--- config.mk ---
export PLATFORM = sky130hd
export DESIGN_NAME = seq_tx_flat
export DESIGN_NICKNAME = d
export VERILOG_FILES = /design/src/rtl/seq_tx_if.sv /design/src/rtl/seq_tx.sv /design/src/flat_wrapper.sv
export SDC_FILE = /design/constraint.sdc
export NUM_CORES = 1
export LEC_CHECK = 0
export CAP_MARGIN = 20
export CORE_AREA = 2 2 59 61
export CTS_CLUSTER_DIAMETER = 50
export DETAILED_ROUTE_END_ITERATION = 10
export DIE_AREA = 0 0 61 63
export HOLD_SLACK_MARGIN = 0.05
export PLACE_DENSITY_LB_ADDON = 0.1
export SLEW_MARGIN = 20
export SYNTH_ARGS = -nofsm -noshare
export SYNTH_HDL_FRONTEND = slang
export SYNTH_SLANG_ARGS = --single-unit
--- constraint.sdc ---
create_clock -name clk -period 2.09 [get_ports clk]
set_input_delay 0.3135 -clock clk [delete_from_list [all_inputs] [get_ports clk]]
set_output_delay 0.3135 -clock clk [all_outputs]
set_load 0.02 [all_outputs]
--- src/rtl/seq_tx_if.sv ---
// seq_tx_if -- handshake/data bundle for the seq_tx serial pattern transmitter.
//
// Parameters:
//   W   pattern width in bits (W >= 2)
//   RW  repeat-count width in bits
//
// Signals:
//   start    request to transmit (master -> slave)
//   pattern  W-bit pattern to transmit (master -> slave)
//   len      frame length minus one, $clog2(W) bits (master -> slave)
//   rep      number of extra frame repeats (master -> slave)
//   x        serial data bit (slave -> master)
//   x_vld    x carries a frame bit this cycle (slave -> master)
//   busy     transmission in progress (slave -> master)
//   done     one-cycle completion pulse (slave -> master)
//
// Modports: master (requester side), slave (the transmitter).
interface seq_tx_if #(
  parameter int W  = 8,
  parameter int RW = 4
);
  localparam int LW = $clog2(W);

  logic          start;
  logic [W-1:0]  pattern;
  logic [LW-1:0] len;
  logic [RW-1:0] rep;
  logic          x;
  logic          x_vld;
  logic          busy;
  logic          done;

  modport master (
    output start, pattern, len, rep,
    input  x, x_vld, busy, done
  );

  modport slave (
    input  start, pattern, len, rep,
    output x, x_vld, busy, done
  );
endinterface

--- src/rtl/seq_tx.sv ---
// seq_tx -- serial pattern transmitter.
//
// Captures a pattern, a frame length and a repeat count on an accepted start,
// then shifts pattern[len:0] out MSB-first on x, rep+1 times back-to-back,
// followed by a one-cycle done pulse. All outputs are registered; the first
// data bit appears one cycle after the edge that accepted start.
//
// Optional feature: define SEQ_TX_PARITY_EN to append one even-parity bit
// (XOR of the frame's transmitted data bits) after every frame.
//
// Ports:
//   clk   single clock, rising edge
//   rst   asynchronous active-low reset
//   bus   seq_tx_if slave modport (start/pattern/len/rep in; x/x_vld/busy/done out)
module seq_tx #(
  parameter int W  = 8,
  parameter int RW = 4
) (
  input  logic    clk,
  input  logic    rst,
  seq_tx_if.slave bus
);

  localparam int LW = $clog2(W);

`ifdef SEQ_TX_PARITY_EN
  typedef enum logic [1:0] {
    IDLE  = 2'd0,
    SHIFT = 2'd1,
    PAR   = 2'd2,
    DONE  = 2'd3
  } state_t;
`else
  typedef enum logic [1:0] {
    IDLE  = 2'd0,
    SHIFT = 2'd1,
    DONE  = 2'd3
  } state_t;
`endif

  state_t        state_reg, state_next;
  logic [W-1:0]  pat_reg,   pat_next;
  logic [LW-1:0] len_reg,   len_next;
  logic [RW-1:0] cnt_reg,   cnt_next;
  logic [LW-1:0] idx_reg,   idx_next;
  logic          x_reg,     x_next;
  logic          vld_reg,   vld_next;
  logic          busy_reg,  busy_next;
  logic          done_reg,  done_next;
  logic          frame_end;

`ifdef SEQ_TX_PARITY_EN
  // Mask selecting the active field pattern[len:0]; bits above len never
  // contribute to the parity since they are never transmitted.
  logic [W-1:0] field_mask;
  logic         parity_bit;

  generate
    for (genvar gi = 0; gi < W; gi++) begin : g_mask
      assign field_mask[gi] = (LW'(gi) <= len_reg);
    end
  endgenerate

  assign parity_bit = ^(pat_reg & field_mask);
`endif

  always_comb begin
    state_next = state_reg;
    pat_next   = pat_reg;
    len_next   = len_reg;
    cnt_next   = cnt_reg;
    idx_next   = idx_reg;
    x_next     = 1'b0;
    vld_next   = 1'b0;
    busy_next  = 1'b0;
    done_next  = 1'b0;
    frame_end  = 1'b0;

    case (state_reg)
      IDLE: begin
        if (bus.start) begin
          pat_next   = bus.pattern;
          len_next   = bus.len;
          cnt_next   = bus.rep;
          idx_next   = bus.len;
          // First bit is loaded straight from the inputs so it is on x
          // in the cycle right after the accepting edge.
          x_next     = bus.pattern[bus.len];
          vld_next   = 1'b1;
          busy_next  = 1'b1;
          state_next = SHIFT;
        end
      end

      SHIFT: begin
        // idx_reg names the bit currently on x.
        if (idx_reg != '0) begin
          idx_next  = idx_reg - 1'b1;
          x_next    = pat_reg[idx_reg - 1'b1];
          vld_next  = 1'b1;
          busy_next = 1'b1;
        end else begin
`ifdef SEQ_TX_PARITY_EN
          x_next     = parity_bit;
          vld_next   = 1'b1;
          busy_next  = 1'b1;
          state_next = PAR;
`else
          frame_end  = 1'b1;
`endif
        end
      end

`ifdef SEQ_TX_PARITY_EN
      PAR: begin
        frame_end = 1'b1;
      end
`endif

      DONE: begin
        state_next = IDLE;
      end

      default: begin
        state_next = IDLE;
      end
    endcase

    // Last bit of a frame is on x: either reload for the next repeat with
    // no gap cycle, or finish.
    if (frame_end) begin
      if (cnt_reg != '0) begin
        cnt_next   = cnt_reg - 1'b1;
        idx_next   = len_reg;
        x_next     = pat_reg[len_reg];
        vld_next   = 1'b1;
        busy_next  = 1'b1;
        state_next = SHIFT;
      end else begin
        done_next  = 1'b1;
        state_next = DONE;
      end
    end
  end

  always_ff @(posedge clk or negedge rst) begin
    if (!rst) begin
      state_reg <= IDLE;
      pat_reg   <= '0;
      len_reg   <= '0;
      cnt_reg   <= '0;
      idx_reg   <= '0;
      x_reg     <= 1'b0;
      vld_reg   <= 1'b0;
      busy_reg  <= 1'b0;
      done_reg  <= 1'b0;
    end else begin
      state_reg <= state_next;
      pat_reg   <= pat_next;
      len_reg   <= len_next;
      cnt_reg   <= cnt_next;
      idx_reg   <= idx_next;
      x_reg     <= x_next;
      vld_reg   <= vld_next;
      busy_reg  <= busy_next;
      done_reg  <= done_next;
    end
  end

  assign bus.x     = x_reg;
  assign bus.x_vld = vld_reg;
  assign bus.busy  = busy_reg;
  assign bus.done  = done_reg;

endmodule

--- src/flat_wrapper.sv ---
// flat-port wrapper written by rule: the top's interface ports become plain ports
module seq_tx_flat 
#(
  parameter int W  = 8,
  parameter int RW = 4
)
  (clk, rst, bus_start, bus_pattern, bus_len, bus_rep, bus_x, bus_x_vld, bus_busy, bus_done);
  seq_tx_if #(.W(W), .RW(RW)) bus_i ();
  input  logic clk;
  input  logic rst;
  input wire logic [$bits(bus_i.start)-1:0] bus_start;
  input wire logic [$bits(bus_i.pattern)-1:0] bus_pattern;
  input wire logic [$bits(bus_i.len)-1:0] bus_len;
  input wire logic [$bits(bus_i.rep)-1:0] bus_rep;
  output wire logic [$bits(bus_i.x)-1:0] bus_x;
  output wire logic [$bits(bus_i.x_vld)-1:0] bus_x_vld;
  output wire logic [$bits(bus_i.busy)-1:0] bus_busy;
  output wire logic [$bits(bus_i.done)-1:0] bus_done;
  assign bus_i.start = bus_start;
  assign bus_i.pattern = bus_pattern;
  assign bus_i.len = bus_len;
  assign bus_i.rep = bus_rep;
  assign bus_x = bus_i.x;
  assign bus_x_vld = bus_i.x_vld;
  assign bus_busy = bus_i.busy;
  assign bus_done = bus_i.done;
  seq_tx #(.W(W), .RW(RW)) u_core (.clk(clk), .rst(rst), .bus(bus_i));
endmodule
==> impl_metrics.env <==
export IMPL_internal_power_w=0.00122
export IMPL_synthesis_area_um2=1250
export IMPL_largest_reg_flops=8
export IMPL_dp_hpwl_um=1920
export IMPL_synth_edf_count=0
export IMPL_drt_iter0_markers=27
export IMPL_cts_root_buffer="clkbuf_4"
export IMPL_fin_worst_skew_ns=0.00235
export IMPL_io_pins=22
export IMPL_cp_arrival_ns=2.11
export IMPL_die_area_um2=3840
export IMPL_seq_area_frac_synth_pct=46.0
export IMPL_place_gp_congestion=0.862
export IMPL_timing_final_hold_violations=0
export IMPL_synthTopCellsByCount="38 x nand2_1, 23 x dfrtp_1, 7 x nor2_1"
export IMPL_postCtsHoldBufs=0
export IMPL_switchingPower_w=0.000722
export IMPL_cpMaxStageDelayCell="dfrtp_1"
export IMPL_use_met1_pct=23.3
export IMPL_max_freq_mhz=527
export IMPL_wirelength_um=2600
export IMPL_p_per_area_nw_per_um2=1260
export IMPL_finalCriticalPeriod_ns=1.90
export IMPL_synthCells=124
export IMPL_synth_fp_nets=145
export IMPL_tns_ns=0
export IMPL_path_max_fanout=5
export IMPL_n_antenna_cell=0
export IMPL_cts_buffers=3
export IMPL_grt_usage_pct=15.5
export IMPL_grt_overflow_total=0
export IMPL_postSynth_asyncResetShare_pct=100
export IMPL_cts_resized=0
export IMPL_clk_latency_ns=0.32
export IMPL_synthToLayoutAreaGrowth_pct=23.1
export IMPL_rsz0062_at_grt="false"
export IMPL_synthTopCellsByArea="dfrtp_1 46%, nand2_1 11%, mux4_2 9.0%"
export IMPL_antenna_found_initial=0
export IMPL_antenna_left=0
export IMPL_synth_top_area_share_pct=46.0
export IMPL_r2r_slack_ns=0.19
export IMPL_slew_headroom_pct=79.8
export IMPL_die_x_um=61
export IMPL_p_seq_share_pct=42.6
export IMPL_cts_tree="yes"
export IMPL_end_kind="flip-flop"
export IMPL_yosys_warnings=0
export IMPL_cp_slowest_stage_delay_ns=0.48
export IMPL_clock_sink_count=23
export IMPL_drv_cap=0
export IMPL_worst_setup_path_type="reg -> reg"
export IMPL_switching_share_pct=37.2
export IMPL_cp_required_ns=2.31
export IMPL_num_rows=21
export IMPL_grt_pass1_vias=954
export IMPL_tightest_slew_ns=0.303
export IMPL_synth_seq_cells=23
export IMPL_dr_pass1_iters=5
export IMPL_cts_buffer_depth=2
export IMPL_clkTransAtPathRegs_ns=0.13
export IMPL_hp_class="in -> async"
export IMPL_nets=170
export IMPL_status="finished, final reports clean"
export IMPL_slew_viol_final=0
export IMPL_io_buffers=21
export IMPL_yosysMostFrequentCell="nand2_1"
export IMPL_dp_cells=190
export IMPL_htreeDepth=1
export IMPL_leakage_nw=0.691
export IMPL_die_y_um=63
export IMPL_synth_top_area_cell="dfrtp_1"
export IMPL_crit_chain="inv_1 -> ha_1 -> nor2b_1 -> or3b_4 -> and3_4 -> a221o_1"
export IMPL_setup_viol=0
export IMPL_via_per_inst=5.11
export IMPL_start_util_pct=38.7
export IMPL_grt_met3_usage_pct=2.48
export IMPL_postCtsSetupBuffers=0
export IMPL_grtUsageMet2_pct=22.7
export IMPL_routedWlPerCell_um=13.4
export IMPL_top_usage_layer="met1"
export IMPL_ys_types=34
export IMPL_grt_first_pass_wirelength_um=4460
export IMPL_fin_crit_sh_pct=90.8
export IMPL_p_clk_share_pct=11.0
export IMPL_coreArea_um2=3230
export IMPL_route_detailed_drc=0
export IMPL_yosys_most_used_dff="dfrtp_1"
export IMPL_peakVddDrop_mv=0.457
export IMPL_vias=992
export IMPL_layoutNonFillerInstCount=194
export IMPL_comb_power_share_pct=46.4
export IMPL_grt_max_degree=24
export IMPL_syn_area_per_cell_um2=10.1
export IMPL_cp_start_kind="flip-flop"
export IMPL_drive_above_1_share_pct=13.5
## metrics by stage
| step | instance area (um^2) | util (%) | hold slack (ns) | setup slack [ns] | total power (W) |
|---|---|---|---|---|---|
| after floorplan | 1250 | - | 0.0179 | 0.317 | 0.00149 |
| after global placement | 1510 | 46.8 | 0.490 | 0.252 | 0.00171 |
| after detailed placement | 1510 | 46.8 | 0.499 | 0.193 | 0.00174 |
| after CTS | 1540 | 47.6 | 0.336 | 0.183 | 0.00195 |
| after global routing | 1540 | 47.6 | 0.352 | 0.0667 | 0.00212 |
| final | 1540 | 47.6 | 0.332 | 0.192 | 0.00194 |
## area by class of cell
| cell class | count | area, um^2 |
|---|---|---|
| clock buffer | 4 | 26.3 |
| fill | 321 | 1690 |
| inverter | 5 | 18.8 |
| multi-input combinational | 92 | 628 |
| sequential | 23 | 576 |
| tap | 46 | 57.6 |
| timing repair buffer | 24 | 233 |
## final timing paths
check,cells after the start,end,start
worst max-delay path,6,u_core.idx_reg[0]$_DFF_PN0_,u_core.idx_reg[0]$_DFF_PN0_
worst min-delay path,2,u_core.bus.done$_DFF_PN0_,rst
worst max register to register,6,u_core.idx_reg[0]$_DFF_PN0_,u_core.idx_reg[0]$_DFF_PN0_
worst min register to register,1,u_core.idx_reg[1]$_DFF_PN0_,u_core.idx_reg[1]$_DFF_PN0_
max in group asynchronous,2,u_core.pat_reg[6]$_DFFE_PN0N_,rst
min in group clk,1,u_core.idx_reg[1]$_DFF_PN0_,u_core.idx_reg[1]$_DFF_PN0_
## layout by cell type, fill, tap and decap left out, drive strengths merged
cell           count
o211ai             3
nor3               2
o31ai              1
or3b               3
nor2               7
nand4b             2
clkdlybuf4s50     21
buf                3
nand3b             1
nor3b              1
o21ai              2
nor2b              1
nand2b             1
and4bb             1
and3               4
nand2             39
nor4b              1
dfrtp             23
a21oi              1
mux4               5
xnor2              1
ha                 3
nand3              4
a221o              2
and2               1
inv                5
a211oi             1
mux2i              4
nand4              1
clkbuf             4
## power groups by stage
stage               registers [W]  logic, W  clock network [W]
detailed placement       0.000830  0.000909                  0
global route             0.000857   0.00102           0.000243
floorplan                0.000789  0.000696                  0
finish                   0.000825  0.000900           0.000213
CTS                      0.000821  0.000909           0.000224
global placement         0.000823  0.000885                  0
## worst max-delay path, delay by kind of cell (launching register included)
family | cells | cell delay (ns)
AO/OA/AOI/OAI | 1 | 0.28
buffers and inverters | 1 | 0.09
flip-flops | 1 | 0.48
AND/OR/NAND/NOR | 3 | 0.73
adder cells (fa/ha/maj) | 1 | 0.21
## cell families (layout without fill, tap and decap cells)
| kind of cell | after synthesis | in the layout | share of synthesized area [%] |
|---|---|---|---|
| adders and majority gates | 3 | 3 | 3.00 |
| buffers and inverters | 9 | 33 | 3.70 |
| DFF | 23 | 23 | 46.0 |
| xor gates and xnor gates | 1 | 1 | 0.701 |
| AOI/OAI and AO/OA | 10 | 10 | 5.81 |
| and+or+nand+nor | 69 | 69 | 28.5 |
| muxes | 9 | 9 | 12.2 |
## routing by layer
layer / vias to the layer above / wire length, um
met5: - / 0
met4: 0 / 32
met3: 6 / 130
met2: 32 / 1130
met1: 474 / 1300
li1: 480 / -
(Power assumes the default switching activity.)
